[src/rtl/pc_next_mux_pkg.sv]
// pc_next_mux_pkg: constants shared by the program-counter path.
//   ADDR_W       - address width used by the PC, adders and next-PC mux.
//   RESET_VECTOR - address the PC starts from after reset.
//   is_misaligned - helper returning whether the low align_bits of an
//                   address are not all zero.
package pc_next_mux_pkg;

  localparam int ADDR_W = 32;
  localparam logic [ADDR_W-1:0] RESET_VECTOR = '0;

  // Source selected by the next-PC mux.
  typedef enum logic {
    SRC_SEQ    = 1'b0,  // PC+4
    SRC_BRANCH = 1'b1   // branch target
  } pc_src_e;

  function automatic logic is_misaligned(input logic [ADDR_W-1:0] addr,
                                         input int align_bits);
    logic flag;
    flag = 1'b0;
    for (int i = 0; i < ADDR_W; i++) begin
      if (i < align_bits) flag = flag | addr[i];
    end
    return flag;
  endfunction

endpackage

[src/rtl/pc_next_mux_mux2.sv]
// mux2: parameterized combinational 2:1 selector, shared by the next-PC,
// ALU-source and write-back paths.
//   in0 - selected when sel = 0
//   in1 - selected when sel = 1
//   sel - select
//   out - selected value
module mux2 #(
  parameter int W = 32
) (
  input  logic [W-1:0] in0,
  input  logic [W-1:0] in1,
  input  logic         sel,
  output logic [W-1:0] out
);

  assign out = sel ? in1 : in0;

endmodule

[src/rtl/pc_next_mux.sv]
// pc_next_mux: registered next-address selector for the LEGv8 PC stage.
// Picks PC+4 (adder_1) or the branch target (adder_2), registers it, and
// records which source was taken plus a word-misalignment flag.
//   clk           - clock, rising edge
//   rst_n         - asynchronous active-low reset
//   en            - update enable; 0 holds every register
//   adder_1       - sequential address, chosen when mux_1_control = 0
//   adder_2       - branch target, chosen when mux_1_control = 1
//   mux_1_control - source select (branch taken)
//   data_out      - registered selected address
//   src_taken     - registered select for the value in data_out
//   misaligned    - registered: low ALIGN_BITS bits of data_out not all zero
module pc_next_mux
  import pc_next_mux_pkg::*;
#(
  parameter int                WIDTH       = ADDR_W,
  parameter logic [WIDTH-1:0]  RESET_VALUE = RESET_VECTOR,
  parameter int                ALIGN_BITS  = 2
) (
  input  logic             clk,
  input  logic             rst_n,
  input  logic             en,
  input  logic [WIDTH-1:0] adder_1,
  input  logic [WIDTH-1:0] adder_2,
  input  logic             mux_1_control,
  output logic [WIDTH-1:0] data_out,
  output logic             src_taken,
  output logic             misaligned
);

  logic [WIDTH-1:0] sel;
  logic             sel_misaligned;

  logic [WIDTH-1:0] data_d, data_q;
  logic             src_d, src_q;
  logic             mis_d, mis_q;

  mux2 #(.W(WIDTH)) u_mux2 (
    .in0 (adder_1),
    .in1 (adder_2),
    .sel (mux_1_control),
    .out (sel)
  );

  // ALIGN_BITS = 0 turns the check off entirely.
  generate
    if (ALIGN_BITS == 0) begin : g_no_align
      assign sel_misaligned = 1'b0;
    end else begin : g_align
      assign sel_misaligned = |sel[ALIGN_BITS-1:0];
    end
  endgenerate

  always_comb begin
    data_d = data_q;
    src_d  = src_q;
    mis_d  = mis_q;
    if (en) begin
      data_d = sel;
      src_d  = mux_1_control;
      mis_d  = sel_misaligned;
    end
  end

  always_ff @(posedge clk or negedge rst_n) begin
    if (!rst_n) begin
      data_q <= RESET_VALUE;
      src_q  <= 1'b0;
      mis_q  <= 1'b0;
    end else begin
      data_q <= data_d;
      src_q  <= src_d;
      mis_q  <= mis_d;
    end
  end

  assign data_out   = data_q;
  assign src_taken  = src_q;
  assign misaligned = mis_q;

endmodule

[config.mk]
export PLATFORM = sky130hd
export DESIGN_NAME = pc_next_mux
export DESIGN_NICKNAME = d
export VERILOG_FILES = /design/src/rtl/pc_next_mux_pkg.sv /design/src/rtl/pc_next_mux_mux2.sv /design/src/rtl/pc_next_mux.sv
export SDC_FILE = /design/constraint.sdc
export NUM_CORES = 1
export LEC_CHECK = 0
export CORE_ASPECT_RATIO = 0.75
export CORE_MARGIN = 2
export CORE_UTILIZATION = 36
export CTS_CLUSTER_SIZE = 14
export DETAILED_ROUTE_END_ITERATION = 6
export PLACE_DENSITY = 0.79
export SLEW_MARGIN = 30
export SYNTH_ARGS = -nofsm -noshare
export SYNTH_HDL_FRONTEND = slang
export SYNTH_SLANG_ARGS = --single-unit
[constraint.sdc]
create_clock -name clk -period 1 [get_ports clk]
set_input_delay 0.2 -clock clk [delete_from_list [all_inputs] [get_ports clk]]
set_output_delay 0.2 -clock clk [all_outputs]
set_load 0.01 [all_outputs]
==> results of run 1 <==
[worst min-delay path: cells and delay by family]
| family | cells | cell delay, ps |
|---|---|---|
| and+or+nand+nor | 2 | 170 |
| buffers and inverters | 1 | 150 |
[worst max path at each step]
stage	start	endpoint	slack, ps
after floorplan	mux_1_control	src_taken	160
after global placement	adder_1[1]	misaligned	-120
after detailed placement	adder_1[1]	misaligned	-160
final	data_out[6]	data_out[6]	-8
after global routing	data_out[6]	data_out[6]	-50
after CTS	data_out[6]	data_out[6]	-30
[registers in the layout (all words and copies together), names as in the netlist]
register,flops
src_taken,1
data_out,32
misaligned,1
[power by group through the flow]
stage | registers [mW] | logic (mW) | clock network, mW
after global placement | 1.61 | 0.991 | 0
after CTS | 1.59 | 0.910 | 1.01
after floorplan | 1.69 | 0.290 | 0
after detailed placement | 1.62 | 1.01 | 0
final | 1.60 | 0.973 | 0.969
after global routing | 1.62 | 1.06 | 1.08
[cells in the final DEF (no fill, tap or decap)]
cell type        instances
nor4b_1                  1
buf_2                   27
mux2_2                   1
mux2i_1                 32
nor2_1                  33
nor4bb_1                 1
buf_12                   4
dlygate4sd3_1            1
nor3_1                   1
clkdlybuf4s50_1         64
dfrtp_1                 34
buf_6                   10
clkbuf_8                 6
buf_4                   16
a21oi_1                 32
[metrics by stage]
stage                     area, sq um  power [mW]
after floorplan                  1612       1.980
after global placement           2675       2.605
after detailed placement         2675       2.628
after CTS                        2643       3.505
after global routing             2743       3.759
final                            2743       3.543
[cell type report]
| class | instances | area share |
|---|---|---|
| Clock buffer | 6 | 0.03011 |
| Timing Repair Buffer | 122 | 0.4005 |
| Tap cell | 57 | 0.02600 |
| Multi-Input combinational cell | 101 | 0.2331 |
| Sequential cell | 34 | 0.3102 |
[cells by family (layout without fill, tap and decap cells)]
logic type / count (synthesis) / after routing / synth area share
buf+inv: 11 / 128 / 0.07531
compound gates: 32 / 32 / 0.09938
simple gates: 36 / 36 / 0.09161
mux: 33 / 33 / 0.2057
flops: 34 / 34 / 0.5280
[routing by layer]
| metal | track usage | vias to the layer above | share of wire |
|---|---|---|---|
| met5 | 0 | - | 0 |
| met3 | 0.06647 | 2 | 0.10 |
| li1 | - | 738 | - |
| met2 | 0.2940 | 58 | 0.49 |
| met1 | 0.1881 | 662 | 0.41 |
| met4 | 0.05085 | 0 | 0.0034 |
[what timing repair did]
action,CTS,global route
buffers inserted,6,5
gates resized for setup,136,10
setup endpoints to repair,34,34
hold buffers,1,0
endpoints found under the hold margin,34,0
==> results.json, run 1 <==
{
  "status": "complete, but fails checks",
  "violations": "setup timing",
  "syn_nets": 214,
  "grt_overflow_total": 0,
  "crit_family": "flip-flops",
  "num_vias": 1460,
  "synth_area_leader_cell": "dfrtp_1",
  "dieHeight_um": 61.95,
  "fin_util": 0.6250,
  "grt_max_degree": 35,
  "die_w_um": 81.26,
  "dp_slack_ps": -161.4,
  "worstSetupStartpointType": "register",
  "yosys_warnings": 0,
  "root_buffer": "clkbuf_8",
  "max_stage_delay_ps": 390,
  "yosysMostFrequentCell": "dfrtp_1",
  "peakVddDrop_v": 0.0008068,
  "r2r_cells": 4,
  "rsz0062_at_grt": "yes",
  "insertion_delay_ps": 270,
  "power_frac_seq": 0.452,
  "cp-end-kind": "output port",
  "dp_hpwl_mm": 3.100,
  "num_antenna_cells": 0,
  "drtPass1Iterations": 4,
  "critical_path_class": "register to output port",
  "grt_use_total": 0.1658,
  "fmax_ghz": 0.9923,
  "cp.depth": 1,
  "synth_area_leaders": "dfrtp_1 (53%), mux2i_1 (20%), a21oi_1 (9.9%)",
  "areaGrowthSynthToFinish_pct": 70.19,
  "postSynthAreaPerCell_sq_um": 11.04,
  "synth_top_area_frac": 0.5280,
  "numCtsBuffers": 5,
  "maxCapViolations": 0,
  "cts_tree": "built",
  "nNetsFinal": 332,
  "cp.arrival_ps": 810,
  "power_leakage_nw": 1.254,
  "regArea_sq_um": 850.8,
  "hold_depth": 3,
  "worst_pin_slew_ps": 239.9,
  "io_buffers": 101,
  "stdcell_count": 320,
  "p_int_mw": 2.644,
  "reg2reg_to": "data_out[12]",
  "period_minus_slack_ps": 1008,
  "p_sw_frac": 0.2538,
  "finClkSkew_ps": 0,
  "p_switching_mw": 0.8993,
  "critPathRequiredTime_ps": 800,
  "reg2reg_slack_ps": 100,
  "crit_chain": "buf_2",
  "multiInputGateArea_sq_um": 639.4,
  "min_to": "misaligned",
  "wl_per_cell_um": 12.95,
  "drc_errors": 0,
  "min_path_type": "input pin to register",
  "pin_count": 102,
  "worstReg2RegStart": "data_out[12]",
  "initial_utilization": 0.3673,
  "drv_slew": 0,
  "ys_types": 12,
  "async_flop_share": 1.000,
  "h-tree-depth": 2,
  "syn_area_sq_mm": 0.001612,
  "coreArea_sq_mm": 0.004388,
  "nFillCells": 385,
  "antenna_found_initial": 0,
  "viasPerCell": 4.563,
  "grt_pass1_vias": 1403,
  "place_congestion": 0.6768,
  "hold_ws_ps": 289.7,
  "pwr-share-clk": 0.274,
  "grt_pass1_wl_mm": 6.161,
  "ys_ff_latch": 34,
  "cp.buffers_inverters": 1,
  "syn_inst": 146,
  "clk_path_buf_depth": 2,
  "drive_gt1_frac": 0.2433,
  "worstPathMaxFanout": 2,
  "clkSinkCount": 34,
  "synth_top_flop_cell": "dfrtp_1",
  "power.density_mw_per_mm2": 1292,
  "drt-total-wl_mm": 4.144,
  "finalCritPeriodShare": 1.008,
  "combPwrFrac": 0.275,
  "die_area_sq_mm": 0.005033,
  "min_from": "en",
  "setup_viol": 3,
  "fin_setup_tns_ps": -16.45,
  "ant_nets": 0,
  "synth-edff-count": 0,
  "crit_slowest_cell": "dfrtp_1",
  "initialDrtViolationCount": 53,
  "slew-limit-headroom": 0.8378,
  "setup_ws_ps": -7.741,
  "rows": 21,
  "cts.clk_slew.worst_paths_ps": 60,
  "hold_viol": 0,
  "synthTopCellsByCount": "dfrtp_1 (34), nor2_1 (33), a21oi_1 (32), mux2i_1 (32), buf_2 (4)",
  "dp.cells": 302,
  "synth_seq_area_share": 0.5280
}
Power figures use the tool's default switching activity.
==> run 2, diff against run 1 <==
- CORE_MARGIN: 2 -> not set
- RECOVER_POWER: not set -> 25
- SKIP_LAST_GASP: not set -> 1
==> run 2 against run 1 <==
The flow still finishes with violations (setup timing). Count of clock-buffer cells in the layout is 1 higher. Combinational power is 1% lower. Register-to-register slack hardly changed. Sequential share of layout area is 0.29 points higher. First-iteration DRC count is 26% lower. Worst hold slack worse by 16 ps. Via count is 0.41% lower. Die area is 5.6% lower. Wire length is 1.2% lower. Cell area is 0.91% lower. Highest routed layer unchanged.
==> results.json, run 2 (synthesis gave the netlist of run 1 again) <==
{
  "status": "complete, but fails checks",
  "violations": "setup timing",
  "p_sw_frac": 0.2588,
  "grt_use_total": 0.1836,
  "setup_viol": 3,
  "final_common_cell": "clkdlybuf4s50_1",
  "maxCapViolations": 0,
  "drtPass1Iterations": 4,
  "die_w_um": 79.26,
  "viasPerCell": 4.530,
  "drt-total-wl_mm": 4.094,
  "cp-end-kind": "output port",
  "peakVddDrop_v": 0.0007319,
  "worstSetupStartpointType": "register",
  "coreArea_sq_mm": 0.004179,
  "cts.clk_slew.worst_paths_ps": 70,
  "combPwrFrac": 0.277,
  "worst_pin_slew_ps": 451.9,
  "largest_register_ffs": 32,
  "grt_max_degree": 35,
  "clkSinkCount": 34,
  "rsz0062_at_grt": "yes",
  "min_path_type": "input pin to register",
  "drive_gt1_frac": 0.2444,
  "post_dp_cell_area_sq_mm": 0.002693,
  "slew-limit-headroom": 0.6987,
  "dp_hpwl_mm": 3.047,
  "max_stage_delay_ps": 390,
  "worstPathMaxFanout": 2,
  "nNetsFinal": 334,
  "pwr-share-clk": 0.265,
  "power.total_mw": 3.476,
  "rows": 20,
  "num_vias": 1454,
  "crit_slowest_cell": "dfrtp_1",
  "insertion_delay_ps": 270,
  "grt_pass1_vias": 1404,
  "p_switching_mw": 0.8996,
  "ant_nets": 0,
  "dieHeight_um": 59.95,
  "io_buffers": 101,
  "power_frac_seq": 0.458,
  "antenna_found_initial": 0,
  "final_area_sq_mm": 0.002718,
  "met3_usage": 0.06565,
  "num_antenna_cells": 0,
  "grt_overflow_total": 0,
  "h-tree-depth": 2,
  "crit_chain": "buf_2",
  "cp.buffers_inverters": 1,
  "initialDrtViolationCount": 39,
  "final_cell_mix": "clkdlybuf4s50_1 (64), dfrtp_1 (34), nor2_1 (33)",
  "drv_slew": 0,
  "cp.arrival_ps": 810,
  "initial_utilization": 0.3856,
  "power.density_mw_per_mm2": 1279,
  "critPathRequiredTime_ps": 800,
  "finalCritPeriodShare": 1.010,
  "power_leakage_nw": 1.246,
  "period_minus_slack_ps": 1010,
  "place_congestion": 0.7319,
  "pin_count": 102,
  "crit_family": "flip-flops",
  "cts_tree": "built",
  "root_buffer": "clkbuf_8",
  "areaGrowthSynthToFinish_pct": 68.63,
  "wl_per_cell_um": 12.75,
  "fmax_ghz": 0.9902,
  "drc_errors": 0,
  "grt_pass1_wl_mm": 6.458,
  "critical_path_class": "register to output port",
  "use_met1": 0.2248,
  "setup_ws_ps": -9.907,
  "clk_path_buf_depth": 2,
  "hold_ws_ps": 273.9,
  "finClkSkew_ps": 0,
  "hold_viol": 0,
  "die_area_sq_mm": 0.004751,
  "grt_use_met2": 0.2968,
  "top_usage_layer": "met2",
  "p_int_mw": 2.576,
  "numCtsBuffers": 5
}
run 2: cell count changes in the layout (fill, tap and decap cells not counted):
cell	before	now
buf_6	10	5
clkbuf_4	0	1
clkbuf_1	0	2
buf_2	27	32
buf_4	16	17
clkbuf_8	6	5
run 2: cell type report:
| class | count | area (sq um) |
|---|---|---|
| repair buffers | 124 | 1082 |
| fillers | 353 | 1461 |
| clock buffers | 7 | 76.32 |
| flip-flops and latches | 34 | 850.8 |
| well taps | 55 | 68.82 |
| multi-input cells | 101 | 639.4 |
run 2: per-layer routing:
| metal | wire length, um | up-vias | part of all wire |
|---|---|---|---|
| li1 | - | 756 | - |
| met1 | 1764 | 618 | 0.43 |
| met2 | 1850 | 68 | 0.45 |
| met3 | 402 | 12 | 0.098 |
| met4 | 78 | 0 | 0.019 |
| met5 | 0 | - | 0 |
run 2: final timing paths:
path,from,to,slack [ps],depth (start not counted)
setup / recovery,data_out[4],data_out[4],-10,1
hold / removal,en,data_out[1],270,2
setup reg to reg,data_out[5],data_out[5],100,4
hold reg to reg,src_taken,src_taken,510,1
max in group asynchronous,rst_n,data_out[0],160,3
min in group asynchronous,rst_n,data_out[9],510,3
run 2: power groups by stage:
stage | clock, mW | sequential, mW | combinational, mW
floorplan | 0 | 1.69 | 0.290
global placement | 0 | 1.61 | 1.01
detailed placement | 0 | 1.62 | 1.02
CTS | 0.952 | 1.59 | 0.911
global route | 1.03 | 1.61 | 1.05
finish | 0.920 | 1.59 | 0.962
run 2: metrics by stage:
step	cells	utilization	setup slack (ps)	TNS, ps
after floorplan	146	-	160.0	0
after global placement	301	0.6443	-130.1	-2337
after detailed placement	301	0.6443	-154.4	-2753
after CTS	313	0.6314	-17.34	-91.05
after global routing	321	0.6503	-56.53	-897.1
final	321	0.6503	-9.907	-13.95
run 2: what timing repair did:
item | CTS | global route
buffers inserted | 4 | 8
setup endpoints to repair | 34 | 34
pin swaps | 0 | 0
resized for setup | 136 | 5
hold buffers | 1 | 0
endpoints found under the hold margin | 34 | 0
==> run 3, diff against run 2 <==
--- a/config.mk
+++ b/config.mk
@@ -9,2 +9,3 @@
 export CORE_UTILIZATION = 36
+export CTS_CLUSTER_DIAMETER = 40
 export CTS_CLUSTER_SIZE = 14
==> constraint.sdc (replaced) <==
create_clock -name clk -period 1 [get_ports clk]
set_input_delay 0.1 -clock clk [delete_from_list [all_inputs] [get_ports clk]]
set_output_delay 0.1 -clock clk [all_outputs]
set_load 0.01 [all_outputs]
==> run 3 against run 2 <==
The flow now finishes without violations. Critical endpoint is now data_out[22]. Via count shrank 0.21%. Highest routed layer unchanged. Sequential share of layout area is 0.86 points higher. Largest cell class unchanged. Sequential cell count stayed put. Global-route usage down 1.0 points.
==> results.json, run 3 (synthesis gave the netlist of run 1 again) <==
{
  "status": "complete, no violations",
  "min_path_type": "input pin to register",
  "areaGrowthSynthToFinish_pct": 64.13,
  "fin_setup_tns_ps": 0,
  "critPathRequiredTime_ps": 900,
  "grt_max_degree": 35,
  "critical_path_class": "register to output port",
  "ant_nets": 0,
  "hold_ws_ps": 221.9,
  "cts_tree": "built",
  "power_leakage_nw": 1.215,
  "num_vias": 1451,
  "worstSetupStartpointType": "register",
  "top_layer": "met4",
  "final_common_cell": "clkdlybuf4s50_1",
  "rows": 20,
  "grt_overflow_total": 0,
  "grt_pass1_vias": 1371,
  "crit_chain": "buf_2",
  "setup_viol": 0,
  "power.total_mw": 3.614,
  "drtPass1Iterations": 4,
  "insertion_delay_ps": 270,
  "num_antenna_cells": 0,
  "dr_wl_met2_mm": 1.786,
  "pin_count": 102,
  "antenna_found_initial": 0,
  "rsz0062_at_grt": "no",
  "clk_path_buf_depth": 2,
  "crit_family": "flip-flops",
  "hold_viol": 0,
  "nNetsFinal": 324,
  "initial_utilization": 0.3856,
  "dieHeight_um": 59.95,
  "place_congestion": 0.7292,
  "power.density_mw_per_mm2": 1366,
  "post_dp_cell_area_sq_mm": 0.002670,
  "h-tree-depth": 2,
  "final_cell_mix": "clkdlybuf4s50_1 (64), dfrtp_1 (34), nor2_1 (33)",
  "cp.arrival_ps": 800,
  "die_w_um": 79.26,
  "fin_util": 0.6329,
  "coreArea_sq_mm": 0.004179,
  "dp.cells": 298,
  "maxCapViolations": 0,
  "setup_ws_ps": 96.85,
  "largest_register_ffs": 32,
  "grt_use_total": 0.1732,
  "drt-total-wl_mm": 3.897,
  "drc_errors": 0,
  "grt_pass1_wl_mm": 6.251,
  "wl_met3_um": 370,
  "period_minus_slack_ps": 903.2,
  "drive_gt1_frac": 0.2257,
  "io_buffers": 101,
  "clkSinkCount": 34,
  "dp_slack_ps": -48.51,
  "cp.buffers_inverters": 1,
  "slew-limit-headroom": 0.6924,
  "crit_slowest_cell": "dfrtp_1",
  "final_area_sq_mm": 0.002645,
  "finClkSkew_ps": 0,
  "drv_slew": 0,
  "cts.clk_slew.worst_paths_ps": 60,
  "initialDrtViolationCount": 51,
  "dp_hpwl_mm": 2.997,
  "stdcell_count": 312,
  "finalCritPeriodShare": 0.9032,
  "root_buffer": "clkbuf_8",
  "peakVddDrop_v": 0.0007949,
  "wl_per_cell_um": 12.49,
  "worst_pin_slew_ps": 461.4,
  "wl_met1_mm": 1.711,
  "numCtsBuffers": 5,
  "max_stage_delay_ps": 390,
  "nFillCells": 379,
  "fmax_ghz": 1.107,
  "cp-end-kind": "output port",
  "die_area_sq_mm": 0.004751,
  "worstPathMaxFanout": 2,
  "viasPerCell": 4.651
}
[run 3: changes by cell type in the layout (fill, tap and decap cells not counted)]
cell	delta
clkbuf_2	+19
buf_2	-14
buf_4	-10
buf_6	-5
clkbuf_8	+3
clkbuf_1	-2
[run 3: layout make-up]
| type | count | area, sq um | area share |
|---|---|---|---|
| clock buffers | 8 | 110.1 | 0.04163 |
| multi-input cells | 101 | 639.4 | 0.2417 |
| flip-flops and latches | 34 | 850.8 | 0.3217 |
| well taps | 55 | 68.82 | 0.02602 |
| repair buffers | 114 | 975.9 | 0.3690 |
[run 3: what timing repair did]
| item | in CTS | in global routing |
|---|---|---|
| pin swaps | 0 | 0 |
| gates cloned | 0 | 0 |
| gates resized for setup | 83 | 34 |
| buffers inserted | 0 | 5 |
| hold buffers | 1 | 0 |
| endpoints found under the hold margin | 34 | 0 |
| setup endpoints to repair | 34 | 34 |
[run 3: report_power, final]
group | internal (mW) | switching (mW) | leakage [nW] | total, mW
sequential | 1.52 | 0.0725 | 0.378 | 1.59
combinational | 0.506 | 0.370 | 0.779 | 0.876
clock | 0.695 | 0.450 | 0.0575 | 1.14
[run 3: final timing paths]
check | to | cells past startpoint | startpoint | slack (ps)
setup / recovery | data_out[22] | 1 | data_out[22] | 100
min in group asynchronous | data_out[9] | 3 | rst_n | 440
setup reg to reg | data_out[20] | 3 | data_out[20] | 240
hold / removal | misaligned | 3 | en | 220
hold reg to reg | src_taken | 1 | src_taken | 520
max in group asynchronous | data_out[18] | 3 | rst_n | 240
[run 3: metal layers]
layer / GRT usage / up-vias
li1: - / 731
met1: 0.2013 / 661
met2: 0.3017 / 55
met3: 0.06870 / 4
met4: 0.04416 / 0
met5: 0 / -
